==> src/rtl/prep1_ctrl.sv <==
// PREP1 controller: arbitrates four requesters onto a load/rotate datapath and sequences LOAD1/LOAD2/SHIFT/DONE.
// Define PREP1_CTRL_FIXED_PRI_EN for fixed priority (req[0] highest); round-robin otherwise.
module prep1_ctrl #(
    parameter int SHW = 3
) (
    input  logic           CLK,
    input  logic           RST,
    input  logic [3:0]     req,
    input  logic [SHW-1:0] shamt,
    output logic [3:0]     gnt,
    output logic           S1,
    output logic           S0,
    output logic           S_L,
    output logic           busy,
    output logic           done
);

    typedef enum logic [2:0] {
        IDLE  = 3'd0,
        LOAD1 = 3'd1,
        LOAD2 = 3'd2,
        SHIFT = 3'd3,
        DONE  = 3'd4
    } state_t;

    state_t         state, state_nx;
    logic [SHW-1:0] cnt, cnt_nx;
    logic [3:0]     gnt_nx;
    logic [1:0]     sel, sel_nx;
    logic [1:0]     arb_idx;
    logic           grant;

    // Search starts just after the pointer; index p itself is tried last.
    function automatic logic [1:0] rr_pick(input logic [3:0] r, input logic [1:0] p);
        logic [1:0] idx;
        rr_pick = p + 2'd1;
        for (int k = 4; k >= 1; k--) begin
            idx = p + k[1:0];
            if (r[idx]) rr_pick = idx;
        end
    endfunction

`ifdef PREP1_CTRL_FIXED_PRI_EN
    localparam logic [1:0] ptr = 2'd3;
`else
    logic [1:0] ptr;

    always_ff @(posedge CLK or posedge RST) begin
        if (RST)        ptr <= 2'd3;
        else if (grant) ptr <= arb_idx;
    end
`endif

    always_comb begin
        state_nx = state;
        cnt_nx   = cnt;
        gnt_nx   = gnt;
        sel_nx   = sel;
        grant    = 1'b0;
        arb_idx  = rr_pick(req, ptr);
        case (state)
            IDLE: begin
                if (|req) begin
                    grant    = 1'b1;
                    state_nx = LOAD1;
                end
            end
            LOAD1: state_nx = LOAD2;
            LOAD2: state_nx = (cnt != '0) ? SHIFT : DONE;
            SHIFT: begin
                cnt_nx = cnt - SHW'(1);
                if (cnt == SHW'(1)) state_nx = DONE;
            end
            DONE: begin
                if (|req) begin
                    grant    = 1'b1;
                    state_nx = LOAD1;
                end else begin
                    gnt_nx   = '0;
                    state_nx = IDLE;
                end
            end
            default: state_nx = IDLE;
        endcase
        // Grant, select and rotate count are frozen here for the whole operation.
        if (grant) begin
            gnt_nx = 4'b0001 << arb_idx;
            sel_nx = arb_idx;
            cnt_nx = shamt;
        end
    end

    always_ff @(posedge CLK or posedge RST) begin
        if (RST) begin
            state <= IDLE;
            cnt   <= '0;
            gnt   <= '0;
            sel   <= '0;
            S_L   <= 1'b1;
            busy  <= 1'b0;
            done  <= 1'b0;
        end else begin
            state <= state_nx;
            cnt   <= cnt_nx;
            gnt   <= gnt_nx;
            sel   <= sel_nx;
            S_L   <= !((state_nx == LOAD1) || (state_nx == LOAD2));
            busy  <= (state_nx != IDLE);
            done  <= (state_nx == DONE);
        end
    end

    assign S1 = sel[1];
    assign S0 = sel[0];

endmodule

==> config.mk <==
export PLATFORM = sky130hd
export DESIGN_NAME = prep1_ctrl
export DESIGN_NICKNAME = d
export VERILOG_FILES = /design/src/rtl/prep1_ctrl.sv
export SDC_FILE = /design/constraint.sdc
export NUM_CORES = 1
export LEC_CHECK = 0
export ABC_CLOCK_PERIOD_IN_PS = 2200
export BUFFER_PORTS_ARGS = -buffer_cell sky130_fd_sc_hd__buf_2
export CORE_UTILIZATION = 45
export CTS_CLUSTER_SIZE = 10
export DETAILED_ROUTE_END_ITERATION = 8
export PLACE_DENSITY = 0.68
export SLEW_MARGIN = 40
export SYNTH_ARGS = -nofsm -noshare
export SYNTH_HDL_FRONTEND = slang
export SYNTH_SLANG_ARGS = --single-unit
==> constraint.sdc <==
create_clock -name CLK -period 2.2 [get_ports CLK]
set_clock_uncertainty 0.2 [all_clocks]
set_input_delay 0.44 -clock CLK [delete_from_list [all_inputs] [get_ports CLK]]
set_output_delay 0.44 -clock CLK [all_outputs]
set_load 0.01 [all_outputs]
## Word-level counts from Yosys, hierarchy flattened

Cells that the tools add are included.

| operators by class | value |
|---|---|
| shift operators | 1 |
| equality and inequality tests | 9 |
| mux-type cells | 24 |
| magnitude comparators | 4 |
| reductions and logical operators | 10 |
| add/subtract/negate cells | 4 |

Operators by type and width:

| operator | count |
|---|---|
| two-way mux 3 bit | 5 |
| one-hot mux 3 bit (5 select lines) | 1 |
| less-than comparator 2 x 3 -> 1 bit (second input constant) | 4 |
| two-way mux 4 bit | 3 |
| == test 3 x 1 -> 1 bit (second input constant) | 3 |
| == test 3 x 2 -> 1 bit (second input constant) | 3 |
| binary-select mux 1 bit (select 2 bit) | 4 |
| two-way mux 2 bit | 4 |
| two-way mux 1 bit | 7 |
| == test 3 bit (second input constant) | 2 |
| nonzero test 3 bit | 2 |
| adder 2 bit (second input constant) | 2 |
| nonzero test 2 bit | 2 |
| OR reduction 4 bit | 1 |
| left shift 1 x 2 -> 4 bit (first input constant) | 1 |
| zero test 3 bit | 1 |
| subtractor 3 x 1 -> 3 bit (second input constant) | 1 |
| adder 2 x 1 -> 2 bit (second input constant) | 1 |
| inequality test 2 bit (second input constant) | 1 |
| AND reduction 2 bit | 1 |
| OR reduction 2 bit | 1 |
| zero test 1 bit | 1 |
| logical OR 1 bit | 1 |

| storage, ports and cells | value |
|---|---|
| register bits | 17 |
| input port bits | 9 |
| word-level logic and storage cells | 60 |
| output and inout bits | 9 |

## Logic depth before layout (Yosys ltp)

| depth | value |
|---|---|
| depth after elaboration | 8 |
| depth in mapped cells | 6 |
| depth with buffers taken out | 6 |

## Worst setup path after synthesis

Ideal clock, no wire load.

| path | value |
|---|---|
| path kind | input -> register |
| start | input req[1] |
| end | register sel[1] |
| stages on the path | 4 |
| required time | 1875 ps |
| path buffers | 1 |
| library setup time | 125 ps |
| setup slack | 341 ps |
| arrival | 1534 ps |
| path through | or4_1 -> and2_1 -> buf_6 -> mux2_4 |

| on the way | value |
|---|---|
| cells in the longest elaborated chain, start to end | 6 |
| elaborated cells on any way between the ends | 15 |
| classes of those cells | 14 x mux; 1 x reduce/logical |

Ends and longest elaborated chain:

| element | RTL line | source |
|---|---|---|
| from (decl) | 8 | `input logic [3:0] req,` |
| binary-select mux 1 bit (select 2 bit) | 39 | `if (r[idx]) rr_pick = idx;` |
| two-way mux 1 bit (implied by the code) | 39 |  |
| two-way mux 2 bit (4 in a row) | 39 |  |
| to (signal assigned) | 106 | `sel <= sel_nx;` |
| to (decl) | 29 | `logic [1:0] sel, sel_nx;` |

Several ways; a longest one is shown, not always the timed one. The select of a mux whose other input is x is not followed.
A chain may end at the register's enable or synchronous reset.

## Worst setup path after layout

Same ends and word-level chain as after synthesis.

==> impl_metrics.json <==
{
  "start_kind": "input pin",
  "cp-end-kind": "register",
  "core_sq_um": 1750,
  "clock-sinks": 17,
  "syn_area_per_cell_sq_um": 10.2,
  "cts_hold_buf": 0,
  "worstPathArrival_ns": 1.80,
  "drc": 0,
  "grt-ovfl-total": 0,
  "drive_above_1_share_pct": 26.9,
  "nFillCells": 169,
  "routed_wl_microns": 1650,
  "path_max_fanout": 15,
  "synth_compound_gate_area_share_pct": 16.0,
  "area_growth_pct": 16.1,
  "cts-resized-gates": 0,
  "hold_ws_ns": 0.00700,
  "synth-seq-cells": 17,
  "synth_top_family_by_area": "simple AND/OR/NAND/NOR gates",
  "ios": 18,
  "place_congestion": 0.871,
  "cts_buffers": 3,
  "drt_iter0_drc": 22,
  "synth_edf_count": 0,
  "status": "finished, final reports clean",
  "worst_r2r_startpoint": "state[0]",
  "synth_fa_ha_area_share_pct": 4.43,
  "initial_core_util_pct": 48.5,
  "synthTopCellsByCount": "14 x dfrtp_1, 10 x nor2_1, 7 x inv_1, 7 x nand2_1, 4 x a21oi_1",
  "ys_types": 28,
  "setup_violations": 0,
  "tightestPinTransition_ns": 0.638,
  "synth_simple_gate_area_share_pct": 17.1,
  "synth_largest_area_cell": "dfrtp_1",
  "syn_nets": 95,
  "path_clk_slew_ns": 0.10,
  "relSlewSlack_pct": 57.4,
  "rsz0062_at_grt": "no",
  "fp-row-count": 15,
  "yosys_warnings": 0,
  "io_buffers": 17,
  "p_leak_uw": 0.000459,
  "finalSetupTns_ns": 0,
  "nNetsFinal": 117,
  "grt_pass1_vias": 664,
  "async_flop_share_pct": 100,
  "die-area_sq_um": 2060,
  "maxCapViolCount": 0,
  "dpl.hpwl_microns": 1210,
  "final_antenna_net_count": 0,
  "ys.flop_type": "dfrtp_1",
  "total_power_uw": 1420,
  "utilization_pct": 56.3,
  "max_freq_mhz": 552,
  "cts_tree": "built",
  "diodes": 0,
  "min_path_type": "in -> async",
  "die_w_microns": 45.4,
  "syn_area_sq_um": 847,
  "rr_worst_depth": 4,
  "die_h_microns": 45.4,
  "grt_pass1_wl_microns": 2640,
  "crit-reg2reg-capture": "ptr[1]",
  "synth_top_area_share_pct": 41.4,
  "antenna_found_initial": 0,
  "synth_xor_area_share_pct": 3.10,
  "synth_area_leaders": "dfrtp_1 41%, dfstp_2 9.3%, ha_1 4.4%, nor2_1 4.4%, inv_1 3.1%",
  "r2r_slack_ns": 0.46,
  "viasPerCell": 5.10,
  "syn_inst": 83,
  "hold_viol": 0,
  "power.density_nw_per_um2": 1440,
  "criticalPathCategory": "in -> reg",
  "grtUsageTotal_pct": 18.5,
  "cts_post_setup_buffers_inserted": 0,
  "synthMuxAreaShare_pct": 2.95,
  "htree_levels": 1,
  "seq_area_frac_synth_pct": 50.7,
  "synth_most_common_cell": "dfrtp_1",
  "worstPathRequired_ns": 2.19,
  "fin_crit_sh_pct": 82.3,
  "vias": 658,
  "clkLatencyLatePin_ns": 0.30,
  "cts_buffer_depth": 2,
  "min_period_ns": 1.81,
  "grt_max_degree": 18,
  "cts_root_buf": "clkbuf_4",
  "dr.pass1.iters": 4,
  "max-vdd-ir-drop_mv": 0.686,
  "slew_violations": 0,
  "wire_per_inst_microns": 12.8
}
## routing by layer
layer	GRT usage, %	vias to the layer above	part of all wire [%]
met1	20.4	311	43
met2	33.1	17	50
met4	10.9	0	2.4
li1	-	325	-
met5	0	-	0
met3	2.78	5	4.0
## layout by cell type (no fill, tap or decap)
| cell | count |
|---|---|
| a211oi_1 | 1 |
| a21oi_1 | 4 |
| a22o_1 | 2 |
| a32oi_1 | 1 |
| and2_1 | 2 |
| buf_2 | 17 |
| buf_4 | 2 |
| clkbuf_4 | 3 |
| clkinv_2 | 1 |
| dfrtp_1 | 14 |
| dfstp_2 | 3 |
| ha_1 | 3 |
| inv_1 | 7 |
| mux2_4 | 1 |
| mux2i_1 | 1 |
| nand2_1 | 7 |
| nand2b_1 | 2 |
| nand3_1 | 2 |
| nand3b_1 | 1 |
| nor2_1 | 10 |
| nor2b_1 | 3 |
| nor3_1 | 1 |
| nor3b_1 | 1 |
| o21ai_0 | 3 |
| o21ai_1 | 2 |
| o21bai_1 | 2 |
| o221ai_1 | 2 |
| o221ai_2 | 1 |
| o31a_1 | 1 |
| or4_1 | 1 |
| xnor2_1 | 3 |
## worst max-delay path by stage
stage,to,slack (ns),cells past startpoint,start
CTS,sel[1],0.40,4,req[1]
floorplan,sel[1],0.34,4,req[1]
global placement,sel[1],0.11,4,req[1]
finish,sel[1],0.39,4,req[1]
global route,ptr[1],0.33,4,state[0]
detailed placement,sel[1],0.08,4,req[1]
## through the flow
stage	cell area (sq um)	setup slack [ns]	instances
final	983	0.389	129
after detailed placement	956	0.0801	125
after floorplan	847	0.341	83
after CTS	983	0.403	129
after global routing	983	0.335	129
after global placement	956	0.106	125
## flip-flops by register name (all words and copies together), names as in the netlist
| name | flops |
|---|---|
| state | 3 |
| ptr | 2 |
| busy | 1 |
| done | 1 |
| sel | 2 |
| S_L | 1 |
| gnt | 4 |
| cnt | 3 |
## where the power goes
group | internal, uW | leakage (uW) | switching [uW] | total (uW)
Sequential | 479 | 0.000200 | 112 | 591
Clock | 67.8 | 0.0000177 | 102 | 169
Combinational | 311 | 0.000242 | 346 | 657
## logic make-up after synthesis
kind of cell,count (synthesis)
adder cells (fa/ha/maj),3
multiplexers,2
XOR/XNOR,3
buffers and inverters,9
flip-flops,17
AND/OR/NAND/NOR,30
AO/OA/AOI/OAI,19
## area by class of cell
type                            count  area (sq um)  share of cell area [%]
Clock inverter                      1          5.00                   0.509
Inverter                            7          26.3                    2.67
Timing Repair Buffer               19           100                    10.2
Sequential cell                    17           429                    43.6
Tap cell                           25          31.3                    3.18
Multi-Input combinational cell     57           369                    37.5
Clock buffer                        3          22.5                    2.29
## worst max-delay path, cell delays in order
cell	delay (ns)
buf_2	0.12
or4_1	0.52
and2_1	0.35
mux2_4	0.37
Power figures use the tool's default switching activity.
